[config.mk]
export PLATFORM = sky130hd
export DESIGN_NAME = blockade_sample_player
export DESIGN_NICKNAME = d
export VERILOG_FILES = /design/src/rtl/blockade_pkg.sv /design/src/rtl/blockade_rate_div.sv /design/src/rtl/blockade_sample_player.sv
export SDC_FILE = /design/constraint.sdc
export NUM_CORES = 1
export LEC_CHECK = 0
export ABC_AREA = 0
export BUFFER_PORTS_ARGS = -buffer_cell sky130_fd_sc_hd__buf_2
export CORE_MARGIN = 8
export CORE_UTILIZATION = 49
export DETAILED_ROUTE_END_ITERATION = 12
export HOLD_SLACK_MARGIN = 0.08
export PLACE_DENSITY = 0.83
export SLEW_MARGIN = 0
export SYNTH_ARGS = -nofsm -noshare
export SYNTH_HDL_FRONTEND = slang
export SYNTH_HIERARCHICAL = 1
export SYNTH_SLANG_ARGS = --single-unit
export TNS_END_PERCENT = 1
[constraint.sdc]
create_clock -name clk -period 2.4 [get_ports clk]
set_input_delay 0.36 -clock clk [delete_from_list [all_inputs] [get_ports clk]]
set_output_delay 0.36 -clock clk [all_outputs]
set_load 0.005 [all_outputs]
[src/rtl/blockade_pkg.sv]
// Shared definitions for the Blockade/CoMotion/Hustle/Blasto sound path:
// playback state encoding, default sample rate and per-game ROM windows.
package blockade_pkg;

  typedef enum logic [1:0] {
    IDLE  = 2'd0,
    PRIME = 2'd1,
    PLAY  = 2'd2,
    TAIL  = 2'd3
  } play_state_e;

  // 20 MHz / 1814 ~= 11.025 kHz sample rate
  localparam int SAMPLE_CLK_DIV = 1814;

  // Crash-sound windows inside the shared 64 KiB PCM ROM, one per game
  localparam logic [15:0] BLOCKADE_SAMPLE_START = 16'h0000;
  localparam logic [15:0] BLOCKADE_SAMPLE_END   = 16'h3FFF;
  localparam logic [15:0] COMOTION_SAMPLE_START = 16'h4000;
  localparam logic [15:0] COMOTION_SAMPLE_END   = 16'h7FFF;
  localparam logic [15:0] HUSTLE_SAMPLE_START   = 16'h8000;
  localparam logic [15:0] HUSTLE_SAMPLE_END     = 16'hBFFF;
  localparam logic [15:0] BLASTO_SAMPLE_START   = 16'hC000;
  localparam logic [15:0] BLASTO_SAMPLE_END     = 16'hFFFF;

  // Offset-binary 8-bit PCM to signed 16-bit: flip the MSB, left-justify
  function automatic logic [15:0] pcm_to_audio(input logic [7:0] d);
    return {~d[7], d[6:0], 8'h00};
  endfunction

endpackage

[src/rtl/blockade_rate_div.sv]
// Sample-rate divider: one-cycle tick every CLK_DIV enabled cycles.
// clr_i restarts the period from zero and wins over en_i.
module blockade_rate_div
  import blockade_pkg::*;
#(
  parameter int CLK_DIV = SAMPLE_CLK_DIV
) (
  input  logic clk,
  input  logic reset,
  input  logic clr_i,
  input  logic en_i,
  output logic tick_o
);

  localparam int CW = $clog2(CLK_DIV);
  localparam logic [CW-1:0] LAST = CW'(CLK_DIV - 1);

  logic [CW-1:0] cnt_q, cnt_d;

  assign tick_o = en_i && (cnt_q == LAST);

  // Next count: clear, wrap on terminal count, or advance when enabled
  always_comb begin
    cnt_d = cnt_q;
    if (clr_i) begin
      cnt_d = '0;
    end else if (en_i) begin
      cnt_d = (cnt_q == LAST) ? '0 : cnt_q + 1'b1;
    end
  end

  // Count register with synchronous reset
  always_ff @(posedge clk) begin
    if (reset) begin
      cnt_q <= '0;
    end else begin
      cnt_q <= cnt_d;
    end
  end

endmodule

[src/rtl/blockade_sample_player.sv]
// Crash-sound sample player: on a trigger rising edge, streams the PCM
// window SAMPLE_START..SAMPLE_END from the sound ROM as signed 16-bit audio,
// one sample per CLK_DIV clocks. Define SAMPLE_LOOP_EN to keep looping the
// sample for as long as the trigger stays high.
//
// state | meaning
// IDLE  | silent, rom_addr parked on SAMPLE_START, waiting for a trigger edge
// PRIME | one cycle for the ROM to deliver the first sample
// PLAY  | emitting a new sample on every divider tick
// TAIL  | holding the last sample for one more period before going silent
module blockade_sample_player
  import blockade_pkg::*;
#(
  parameter int          CLK_DIV      = SAMPLE_CLK_DIV,
  parameter logic [15:0] SAMPLE_START = 16'h0000,
  parameter logic [15:0] SAMPLE_END   = 16'hFFFF
) (
  input  logic        clk,
  input  logic        reset,
  input  logic        trigger_i,
  input  logic        stop_i,
  output logic [15:0] rom_addr_o,
  input  logic [7:0]  rom_data_i,
  output logic [15:0] audio_o,
  output logic        busy_o
);

  play_state_e state_q;
  logic        trig_last_q;
  logic [15:0] addr_q;
  logic [15:0] audio_q;
  logic        busy_q;

  logic trig_edge;
  logic div_clr;
  logic div_en;
  logic tick;

  assign trig_edge = trigger_i && !trig_last_q;
  // Every restart point (stop, new edge, first emission) begins a fresh period
  assign div_clr   = stop_i || trig_edge || (state_q == PRIME);
  assign div_en    = (state_q == PLAY) || (state_q == TAIL);

  blockade_rate_div #(
    .CLK_DIV (CLK_DIV)
  ) u_rate_div (
    .clk    (clk),
    .reset  (reset),
    .clr_i  (div_clr),
    .en_i   (div_en),
    .tick_o (tick)
  );

  // Playback FSM with registered outputs; reset > stop > edge > state action
  always_ff @(posedge clk) begin
    if (reset) begin
      trig_last_q <= 1'b0;
      state_q     <= IDLE;
      addr_q      <= SAMPLE_START;
      audio_q     <= '0;
      busy_q      <= 1'b0;
    end else begin
      trig_last_q <= trigger_i;
      if (stop_i) begin
        state_q <= IDLE;
        addr_q  <= SAMPLE_START;
        audio_q <= '0;
        busy_q  <= 1'b0;
      end else if (trig_edge) begin
        state_q <= PRIME;
        addr_q  <= SAMPLE_START;
        busy_q  <= 1'b1;
      end else begin
        case (state_q)
          IDLE: begin
            audio_q <= '0;
          end
          PRIME: begin
            audio_q <= pcm_to_audio(rom_data_i);
            if (addr_q == SAMPLE_END) begin
              state_q <= TAIL;
            end else begin
              addr_q  <= addr_q + 16'd1;
              state_q <= PLAY;
            end
          end
          PLAY: begin
            if (tick) begin
              audio_q <= pcm_to_audio(rom_data_i);
              // End address is checked before incrementing, so no wrap
              if (addr_q == SAMPLE_END) begin
                state_q <= TAIL;
              end else begin
                addr_q <= addr_q + 16'd1;
              end
            end
          end
          TAIL: begin
            if (tick) begin
`ifdef SAMPLE_LOOP_EN
              // Last sample has had its full period; restart while held
              if (trigger_i) begin
                addr_q  <= SAMPLE_START;
                state_q <= PRIME;
              end else begin
`else
              begin
`endif
                audio_q <= '0;
                busy_q  <= 1'b0;
                addr_q  <= SAMPLE_START;
                state_q <= IDLE;
              end
            end
          end
          default: begin
            state_q <= IDLE;
          end
        endcase
      end
    end
  end

  assign rom_addr_o = addr_q;
  assign audio_o    = audio_q;
  assign busy_o     = busy_q;

endmodule

Word level (Yosys, flattened, before mapping) --
Index checks and enable logic that the tools add are counted.
Word-level totals: register bits 47, bits of input ports 12
Operators by class: $add $sub $neg 2, eq/ne operators 11, muxes and demuxes 16, bitwise operators 2, reduce and logical (&&, ||, !) cells 19
Operator list (number):
- $mux W16 | 4
- $pmux W16 S4 | 1
- $pmux W16 S3 | 1
- $add A16 B1 Y16 const B | 1
- $eq A16 B16 Y1 const B | 1
- $add A11 B1 Y11 const B | 1
- $eq A11 B11 Y1 const B | 1
- $mux W11 | 1
- $reduce_and A4 Y1 | 2
- $mux W2 | 3
- $ne A3 B3 Y1 const B | 2
- $pmux W2 S3 | 1
- $reduce_and A3 Y1 | 2
- $mux W1 | 5
- $eq A2 B2 Y1 const B | 2
- $ne A2 B2 Y1 const B | 2
- $reduce_bool A2 Y1 | 2
- $reduce_bool A4 Y1 | 1
- $reduce_or A2 Y1 | 2
- $logic_or A1 B1 Y1 | 3
- $ne A3 B2 Y1 const B | 1
- $reduce_bool A3 Y1 | 1
- $reduce_or A3 Y1 | 1
- $eq A2 B1 Y1 const B | 1
- 6 further kinds | 8

Depth between registers and ports, before layout --
Gate-level depths: netlist (run 1).
depth after elaboration 6, depth in mapped cells 12

Hierarchy --
The synthesis (run 1) kept the hierarchy.
Modules (own cells, without submodules):
- blockade_sample_player | times used 1, cells an instance 197, area each 1586.5 µm², seq. area each 560.5 µm²
- blockade_rate_div | times used 1, cells an instance 60, area each 544.3 µm², seq. area each 220.2 µm²

Least setup slack after synthesis (run 1) --
OpenSTA, ideal clock, no wires.
kind register to register, start register state_q[0], end register addr_q[14] (netlist: rom_addr_o[14]), library setup time 0.117 ns, data arrival time 2.334 ns, data required time 2.283 ns, path slack -0.052 ns, stages on the path, launching flop included 12, path buffers 1, path through dfxtp_1 ha_1 nor2_1 inv_1 buf_6 nand4_1 nor2_1 o21ba_1 nor2_1 o31a_1 o21ai_0 a32o_1
Between the ends: longest elaborated chain between the ends 5, elaborated cells between the ends (all ways) 10, classes of those cells 5 x eq/ne; 1 x mux; 4 x reduce/logical
RTL lines:
- start, declared | line blockade_sample_player.sv:28 | play_state_e state_q;
- start signal, assigned | line blockade_sample_player.sv:58 | state_q <= IDLE;
- start signal, assigned | line blockade_sample_player.sv:65 | state_q <= IDLE;
- start signal, assigned | line blockade_sample_player.sv:70 | state_q <= PRIME;
- $eq A2 B2 Y1 | line blockade_sample_player.sv:42 | assign div_en = (state_q == PLAY) || (state_q == TAIL);
- $logic_or A1 B1 Y1 * | line blockade_sample_player.sv:42
- named net div_en | line blockade_sample_player.sv:36 | logic div_en;
- $logic_and A1 B1 Y1 * | line blockade_rate_div.sv:20 | assign tick_o = en_i && (cnt_q == LAST);
- named net tick | line blockade_sample_player.sv:37 | logic tick;
- $ne A2 B2 Y1 (no source line)
- $reduce_and A3 Y1 (no source line) *
- end signal, assigned | line blockade_sample_player.sv:83 | addr_q <= addr_q + 16'd1;
- end signal, assigned | line blockade_sample_player.sv:94 | addr_q <= addr_q + 16'd1;
- end, declared | line blockade_sample_player.sv:30 | logic [15:0] addr_q;
The timed path passes the listed nets; every way through them passes the cells marked *. A chain may end at the register's enable or synchronous reset.

Final worst setup path (run 1) --
start register u_rate_div.cnt_q[6], end register addr_q[6] (netlist: rom_addr_o[6])
Between the ends: longest elaborated chain between the ends 4, elaborated cells between the ends (all ways) 5, classes of those cells 3 x eq/ne; 2 x reduce/logical
RTL lines:
- start, declared | line blockade_rate_div.sv:18 | logic [CW-1:0] cnt_q, cnt_d;
- start signal, assigned | line blockade_rate_div.sv:37 | cnt_q <= cnt_d;
- $eq A11 B11 Y1 * | line blockade_rate_div.sv:20
- $logic_and A1 B1 Y1 * | line blockade_rate_div.sv:20
- named net tick | line blockade_sample_player.sv:37
- $ne A2 B2 Y1 (no source line)
- $reduce_and A3 Y1 (no source line) *
Marks and branches as above.

==> out/metrics.cfg, run 1 <==
[critical_path]
critPathMaxFanout=4
crit_path_start_kind=register
cp_slowest_cell=or4_1
setup.worst_path.start=u_rate_div/cnt_q[6]
crit_chain=nor4b_1, nand4_1, nor2_2, o21ba_1, or2_1, or4_1, a31oi_1
critical_path_class=reg -> reg
reg2reg_from=u_rate_div/cnt_q[6]
critPathRequiredTime_ns=2.62
arrival_ns=2.43
max_stage_delay_ns=0.48
cp-end-kind=register
path_buf_inv=0
cp_top_family=simple AND/OR/NAND/NOR gates

[synthesis]
synth_seq_cells=39
ys.flop_type=dfxtp_1
synthCells=257
yosysTopAreaCell=dfxtp_1
ys_seq_area_frac=0.366
synth_cell_type_count=53
synthArstFlopShare=0
synth_edf_count=0
syn_area_um2=2130
synth.top_cell.area_share=0.366
synth_area_leaders=dfxtp_1 (37%), nor2_1 (5.3%), ha_1 (4.7%)
postSynthAreaPerCell_um2=8.29
ys_warn_count=6

[power]
ir_drop_mv=0.351
power_leakage_uw=0.000963
p_per_area_nw_per_um2=475

[job]
maxCapViolCount=0

[min_path]
hold_path.class=in -> reg
hold_start=reset

[drt]
routedWlPerCell_um=14.3
num_vias=1981
drt-pass1-iter-count=5
first_iter_violations=171
drc=0
vias_per_cell=5.60
antenna_left=0
drt_wl_total_mm=5.05

[clocking]
clock_path_buffers=2
clk_pin_slew_ns=0.07
cts.sinks=39
cts_tree=built
cts_max_level=2
clk_latency_ns=0.29
numCtsBuffers=5
root_buffer=clkbuf_8

[floorplanning]
die_y_um=81.9
core_area_um2=4260
fp-row-count=24
die_x_um=81.9
die-area_um2=6710
ios=45
initial_utilization=0.500

[grt]
grt_pass1_vias=1791
antenna_found_initial=0
grt_remaining_overflow=0
grt_max_degree=23
grt_usage=0.150
grt_first_pass_wirelength_mm=8.06

[layout]
area_growth_pct=15.7
nets=321
multi_input_area_um2=1250
diodes=0
area.sequential_um2=782
n_fill_cell=394
drive_gt1_frac=0.222

[timing]
relSlewSlack=0.621
hold_viol_final=0
slew_violations=0
fin_crit_sh=0.923
rsz0062_at_grt=no
setup_tns_ns=0
worstMarginPinSlew_ns=0.567
final.min_clock_period_ns=2.22
fmax_mhz=451
hold_ws_ns=0.271
fin_skew_ns=0.00535
setup_viol=0

[placed_design]
place.gp.congestion=0.880
dpl.hpwl_mm=3.68
io_buffers=36

[outcome]
status=finished clean

[power by group]
part	internal (uW)	switching (uW)
clock	204	225
combinational	33.2	52.6
sequential	651	3.71
[layout make-up]
| type | count | share of cell area |
|---|---|---|
| Multi-Input combinational cell | 201 | 0.506 |
| Sequential cell | 39 | 0.317 |
| Timing Repair Buffer | 47 | 0.107 |
| Clock buffer | 7 | 0.0310 |
| Tap cell | 52 | 0.0264 |
| Inverter | 7 | 0.0107 |
| Clock inverter | 1 | 0.00203 |
[sequential cells by signal (all words and copies together), names as in the netlist]
register          cells
rom_addr_o           16
audio_o               8
u_rate_div/cnt_q     11
busy_o                1
state_q               2
trig_last_q           1
[per-layer routing]
layer	routed length [um]	track usage	part of all wire	vias up
met5	0	0	0	-
met4	68	0.0439	0.013	0
met3	433	0.0569	0.086	8
met2	2330	0.240	0.46	79
met1	2210	0.182	0.44	903
li1	-	-	-	991
[cell usage after synthesis (all sizes together) (3+ instances only)]
master  instances
nand2          25
nor2b           4
and3            4
nand3          13
o21ai          18
clkbuf          4
xnor2           4
nor2           30
ha              8
nand4          11
buf            13
a31oi           3
mux2i           3
nand3b          4
xor2            5
or2             4
nor3            7
a21oi          19
inv             7
dfxtp          39
nand2b          4
[worst register-to-register path: cells and delay by family, from the launching register on]
| family | cells | cell delay [ns] |
|---|---|---|
| compound gates | 2 | 0.33 |
| flops | 1 | 0.37 |
| simple gates | 5 | 1.45 |
[cells in the final DEF (no fill, tap or decap), drive strengths merged, types with 5 or more instances in the layout]
cell / instances
conb: 8
nand3: 13
xor2: 5
buf: 47
clkbuf: 7
o21ai: 18
nand4: 11
inv: 7
nor2: 30
nand2: 25
ha: 8
dfxtp: 39
a21oi: 19
nor3: 7
[logic make-up after synthesis]
group | count (synthesis) | synth area share
adder cells (fa/ha/maj) | 8 | 0.0470
AO/OA/AOI/OAI | 58 | 0.180
other | 1 | 0.00176
AND/OR/NAND/NOR | 115 | 0.289
flip-flops | 39 | 0.366
buffers and inverters | 24 | 0.0646
multiplexers | 3 | 0.0141
XOR/XNOR | 9 | 0.0370
[timing repair]
action | 4_1_cts | 5_1_grt
gates resized for setup | 0 | 2
endpoints found under the setup margin | 0 | 3
setup buffers | 0 | 2
hold buffers | 0 | 0
[per-stage QoR]
step / instances / setup slack (ns) / total power (uW) / cell area [um2] / utilization
floorplan: 264 / 0.0249 / 730 / 2160 / -
global placement: 344 / 0.238 / 750 / 2360 / 0.554
detailed placement: 344 / 0.136 / 752 / 2360 / 0.554
CTS: 352 / 0.115 / 1180 / 2440 / 0.573
global route: 354 / 0.0320 / 1210 / 2460 / 0.578
finish: 354 / 0.184 / 1170 / 2460 / 0.578
[path summary, 6_finish.rpt]
kind	to	slack (ns)	depth (start not counted)
worst max-delay path	rom_addr_o[6]	0.18	7
worst min-delay path	trig_last_q	0.27	2
worst max register to register	rom_addr_o[6]	0.18	7
worst min register to register	audio_o[8]	0.45	2
Note: power is estimated with default switching activity, not from simulation.
==> run 2, diff against run 1 <==
--- a/config.mk
+++ b/config.mk
@@ -17,4 +17,3 @@
 export SYNTH_HDL_FRONTEND = slang
 export SYNTH_HIERARCHICAL = 1
 export SYNTH_SLANG_ARGS = --single-unit
-export TNS_END_PERCENT = 1
==> constraint.sdc (replaced) <==
create_clock -name clk -period 1.8 [get_ports clk]
set_input_delay 0.27 -clock clk [delete_from_list [all_inputs] [get_ports clk]]
set_output_delay 0.27 -clock clk [all_outputs]
set_load 0.005 [all_outputs]
==> out/metrics.cfg, run 2 (synthesis gave the netlist of run 1 again) <==
[floorplanning]
die_x_um=81.9  ; unchanged
die_y_um=81.9  ; unchanged
core_area_um2=4260  ; unchanged
initial_utilization=0.500  ; unchanged
fp-row-count=24  ; unchanged
die-area_um2=6710  ; unchanged
ios=45  ; unchanged

[min_path]
worstHoldEndpoint=trig_last_q
hold_path.class=in -> reg
hold_start=reset
hold_depth=2  ; unchanged

[grt]
antenna_found_initial=0  ; unchanged
grt_pass1_vias=2167  ; +21%
grt_remaining_overflow=0  ; unchanged
grt_usage=0.180  ; +0.0306
grt_max_degree=21  ; -8.7%
grt_first_pass_wirelength_mm=9.63  ; +19%

[timing]
hold_viol_final=0  ; unchanged
slew_violations=0  ; unchanged
hold_ws_ns=0.203  ; -0.0680 ns
fin_skew_ns=0.00598  ; +0.000633 ns
setup_viol=26  ; +26
final.min_clock_period_ns=2.06  ; -0.154 ns
fin_crit_sh=1.15  ; +0.222
worst_slack_ns=-0.262  ; -0.446 ns
setup_tns_ns=-3.10  ; -3.10 ns
fmax_mhz=485  ; +7.5%
rsz0062_at_grt=yes

[outcome]
status=complete, but fails checks
violations=setup timing

[layout]
layout_common_cells=buf_4 (49), buf_2 (36), dfxtp_1 (35)
area_growth_pct=45.6
layout_commonest_cell=buf_4
diodes=0  ; unchanged
stdcell_area_um2=3100  ; +26%
largest_reg_flops=16  ; unchanged
drive_gt1_frac=0.449  ; +0.227
nets=369  ; +15%

[drt]
routedWlPerCell_um=15.7  ; +10%
drt_wl_total_mm=6.31  ; +25%
num_vias=2249  ; +14%
antenna_left=0  ; unchanged
first_iter_violations=98  ; -43%
drc=0  ; unchanged
drt-pass1-iter-count=4  ; -1
vias_per_cell=5.59  ; about the same

[critical_path]
r2r_slack_ns=-0.26  ; -0.45 ns
reg2reg_from=u_rate_div/cnt_q[5]
crit_chain=nor4b_4, nand4_1, nor2_2, o21ba_4, or2_4, or4_1, a31oi_1
critPathMaxFanout=3  ; -1
cp-end-kind=register
crit_path_start_kind=register
r2r_cells=7  ; unchanged
cp_slowest_cell=or4_1
max_stage_delay_ns=0.41  ; -0.07 ns
r2r_end=rom_addr_o[6]
critPathRequiredTime_ns=2.01  ; -0.61 ns
critical_path_class=reg -> reg
arrival_ns=2.27  ; -0.16 ns

[clocking]
clk_latency_ns=0.29  ; about the same
cts.sinks=39  ; unchanged
numCtsBuffers=5  ; unchanged
cts_tree=built
hold_buffers=0  ; unchanged
clk_pin_slew_ns=0.08  ; about the same
cts_max_level=2  ; unchanged
clock_path_buffers=2  ; unchanged
root_buffer=clkbuf_8

[power]
ir_drop_mv=0.481  ; +37%
power_uw=1660  ; +42%
power_leakage_uw=0.00127  ; +32%
p_per_area_nw_per_um2=535  ; +13%

[placed_design]
pre_cts_ws_ns=-0.315  ; -0.451 ns
place_area_um2=2730  ; +16%
io_buffers=36  ; unchanged
place.gp.congestion=0.852  ; -3.1%
dpl.hpwl_mm=4.44  ; +21%

[job]
maxCapViolCount=0  ; unchanged

## run 2: cell count changes in the layout (fill, tap and decap cells not counted), moves of 5 or more
| cell | before | now |
|---|---|---|
| buf_4 | 11 | 49 |
| buf_6 | 0 | 10 |
| o21ai_2 | 2 | 8 |
| nand3_1 | 13 | 7 |
| a21oi_1 | 19 | 13 |
| nand3_2 | 0 | 6 |
| o21ai_1 | 9 | 4 |
| a21oi_2 | 0 | 6 |
## run 2: worst max-delay path by stage
stage                         from       endpoint  slack (ns)  cells after the start
2_1_floorplan           state_q[0]  rom_addr_o[6]       -0.32                     11
3_3_place_gp   u_rate_div/cnt_q[5]  rom_addr_o[6]       -0.16                      7
3_5_place_dp   u_rate_div/cnt_q[5]  rom_addr_o[6]       -0.31                      7
4_1_cts        u_rate_div/cnt_q[5]  rom_addr_o[6]       -0.21                      7
5_1_grt        u_rate_div/cnt_q[5]  rom_addr_o[6]       -0.30                      7
6_report       u_rate_div/cnt_q[5]  rom_addr_o[6]       -0.26                      7
## run 2: power by group
| group | total, uW | internal, uW | switching (uW) |
|---|---|---|---|
| Sequential | 870 | 866 | 4.21 |
| Combinational | 179 | 81.7 | 97.5 |
| Clock | 610 | 309 | 301 |
| Total | 1660 | 1260 | 403 |
## run 2: what timing repair did
action,in CTS,in global routing
endpoints found under the setup margin,26,27
pin swaps,21,17
setup buffers,2,6
resized for setup,26,25
cloned,0,0
## run 2: cell type report
| cell class | count | area, um2 |
|---|---|---|
| fill | 318 | 1160 |
| inverter | 7 | 28.8 |
| tap | 52 | 65.1 |
| clock buffer | 7 | 86.3 |
| multi-input combinational | 201 | 1470 |
| clock inverter | 1 | 5.00 |
| timing repair buffer | 95 | 661 |
| sequential | 39 | 791 |
## run 2: per-stage QoR
stage                     cells  utilization
after floorplan             264            -
after global placement      386        0.641
after detailed placement    386        0.641
after CTS                   396        0.691
after global routing        402        0.727
final                       402        0.727
## run 2: layer usage
| metal | share of wire | wire length [um] | vias up | global-route usage |
|---|---|---|---|---|
| met5 | 0 | 0 | - | 0 |
| met4 | 0.011 | 72 | 0 | 0.0526 |
| met3 | 0.072 | 452 | 11 | 0.0569 |
| met2 | 0.52 | 3290 | 72 | 0.327 |
| met1 | 0.40 | 2500 | 1079 | 0.196 |
| li1 | - | - | 1087 | - |
## run 2: critical path: cells and delay by family (launching register included)
kind | cells | cell delay (ns)
AO/OA/AOI/OAI | 2 | 0.35
AND/OR/NAND/NOR | 5 | 1.30
flip-flops | 1 | 0.34
==> run 3, diff against run 2 <==
--- a/config.mk
+++ b/config.mk
@@ -10,6 +10,7 @@
 export CORE_MARGIN = 8
 export CORE_UTILIZATION = 49
 export DETAILED_ROUTE_END_ITERATION = 12
+export GPL_TIMING_DRIVEN = 0
 export HOLD_SLACK_MARGIN = 0.08
 export PLACE_DENSITY = 0.83
 export SLEW_MARGIN = 0
==> constraint.sdc (replaced) <==
create_clock -name clk -period 1.73 [get_ports clk]
set_input_delay 0.2595 -clock clk [delete_from_list [all_inputs] [get_ports clk]]
set_output_delay 0.2595 -clock clk [all_outputs]
set_load 0.005 [all_outputs]
==> out/metrics.cfg, run 3 (synthesis gave the netlist of run 1 again) <==
[power]
p_sw_frac=0.253  ; +0.0101
ir_drop_mv=0.618  ; +28%
p_per_area_nw_per_um2=568  ; +6.1%
clkPwrFrac=0.353  ; -0.015
power_uw=1690  ; +1.8%
pwr-share-seq=0.535  ; +0.011
power_leakage_uw=0.00116  ; -8.6%
p_switching_uw=427  ; +6.1%
p_int_uw=1260  ; +0.47%
power_frac_comb=0.112  ; +0.004

[floorplanning]
die-area_um2=6710  ; unchanged
die_y_um=81.9  ; unchanged
fp-row-count=24  ; unchanged
die_x_um=81.9  ; unchanged
ios=45  ; unchanged
core_area_um2=4260  ; unchanged
initial_utilization=0.500  ; unchanged

[timing]
worst_slack_ns=-0.288  ; -0.0263 ns
rsz0062_at_grt=yes
relSlewSlack=0.399
final.min_clock_period_ns=2.02  ; -0.0437 ns
setup_tns_ns=-5.70  ; -2.59 ns
hold_viol_final=0  ; unchanged
fin_crit_sh=1.17  ; +0.0211
slew_violations=0  ; unchanged
worstMarginPinSlew_ns=0.899
fin_skew_ns=0.00440  ; -0.00158 ns
setup_viol=37  ; +42%
fmax_mhz=496  ; +2.2%

[layout]
nets=353  ; -4.3%
layout_commonest_cell=buf_2
drive_gt1_frac=0.435  ; -0.0131
diodes=0  ; unchanged
layout_common_cells=buf_2 (38), dfxtp_1 (29), buf_4 (26)
stdcell_area_um2=2980  ; -4.0%
largest_reg_flops=16  ; unchanged
finish.utilization=0.698  ; -0.0293
area_growth_pct=39.7

[critical_path]
critPathRequiredTime_ns=1.96  ; -0.05 ns
r2r_cells=10  ; +3
reg2reg_from=state_q[0]
critical_path_class=reg -> reg
setup.worst_path.start=state_q[0]
r2r_end=rom_addr_o[6]
crit_end=rom_addr_o[6]
critPathMaxFanout=4  ; +1
arrival_ns=2.24  ; -0.03 ns
r2r_slack_ns=-0.29  ; -0.03 ns
crit_path_start_kind=register
cp-end-kind=register

[clocking]
cts.sinks=39  ; unchanged
cts_max_level=2  ; unchanged
numCtsBuffers=5  ; unchanged
cts_tree=built
clock_path_buffers=2  ; unchanged
clk_latency_ns=0.30  ; about the same
clk_pin_slew_ns=0.07  ; about the same
root_buffer=clkbuf_8

[outcome]
violations=setup timing
status=complete, but fails checks

[placed_design]
io_buffers=36  ; unchanged
place.gp.congestion=0.868  ; +1.8%
dpl.hpwl_mm=3.68  ; -17%
place_area_um2=2460  ; -9.9%

[drt]
m1WireLength_mm=2.47  ; -1.1%
first_iter_violations=140  ; +43%
drt-pass1-iter-count=4  ; unchanged
wl_met2_mm=3.05  ; -7.1%
highest_layer=met4
routedWlPerCell_um=15.9  ; +1.4%
vias_per_cell=5.71  ; +2.1%
antenna_left=0  ; unchanged
drc=0  ; unchanged
drt_wl_total_mm=6.13  ; -2.9%
num_vias=2200  ; -2.2%
met3_length_um=480  ; +6.2%

[grt]
grt_first_pass_wirelength_mm=9.01  ; -6.4%
grt_pass1_vias=2074  ; -4.3%
antenna_found_initial=0  ; unchanged
grt_remaining_overflow=0  ; unchanged
grt_usage=0.169  ; -0.0113
grt_max_degree=12  ; -43%

[job]
maxCapViolCount=0  ; unchanged

[min_path]
hold_path.class=in -> reg

[run 3: repair_timing]
action                     CTS  global route
setup buffers               21             9
setup endpoints to repair   28            38
gates resized for setup     28            39
hold buffers                 0             0
pin swaps                   22            23
[run 3: worst min-delay path by stage]
stage                start           to  slack, ns  depth (start not counted)
2_1_floorplan        reset  trig_last_q       0.33                          1
3_3_place_gp   audio_o[12]  audio_o[12]       0.44                          2
3_5_place_dp   audio_o[12]  audio_o[12]       0.44                          2
4_1_cts              reset  trig_last_q       0.17                          2
5_1_grt              reset  trig_last_q       0.21                          2
6_report             reset  trig_last_q       0.21                          2
[run 3: area by class of cell]
class,count,area (um2)
Multi-Input combinational cell,201,1470
Fill cell,320,1290
Sequential cell,39,803
Timing Repair Buffer,64,437
Buffer,15,91.3
Clock buffer,7,76.3
Tap cell,52,65.1
Inverter,7,31.3
[run 3: metrics by stage]
| step | instances | hold WS [ns] | worst slack, ns |
|---|---|---|---|
| after detailed placement | 352 | 0.443 | -0.657 |
| after floorplan | 264 | 0.331 | -0.394 |
| after CTS | 379 | 0.168 | -0.276 |
| after global placement | 352 | 0.436 | -0.617 |
| final | 385 | 0.208 | -0.288 |
| after global routing | 385 | 0.206 | -0.361 |
[run 3: layer usage]
| layer | vias to the layer above | GRT usage |
|---|---|---|
| li1 | 1059 | - |
| met1 | 1051 | 0.185 |
| met2 | 78 | 0.289 |
| met3 | 12 | 0.0591 |
| met4 | 0 | 0.0737 |
| met5 | - | 0 |
[run 3: critical path, cell delays in order (launching register included)]
cell and delay [ns]:
dfxtp_4 0.37, inv_4 0.06, ha_4 0.14, nor2_4 0.05, inv_4 0.04, nand4_1 0.17, nor2_4 0.14, o21ba_4 0.19
or2_1 0.23, or4_1 0.41, a31oi_1 0.14
[run 3: power by group through the flow]
stage / Clock, uW / Sequential [uW] / Combinational, uW
after global placement: 0 / 928 / 124
after floorplan: 0 / 928 / 88.5
after detailed placement: 0 / 928 / 126
after global routing: 634 / 905 / 204
final: 596 / 904 / 190
after CTS: 593 / 907 / 150
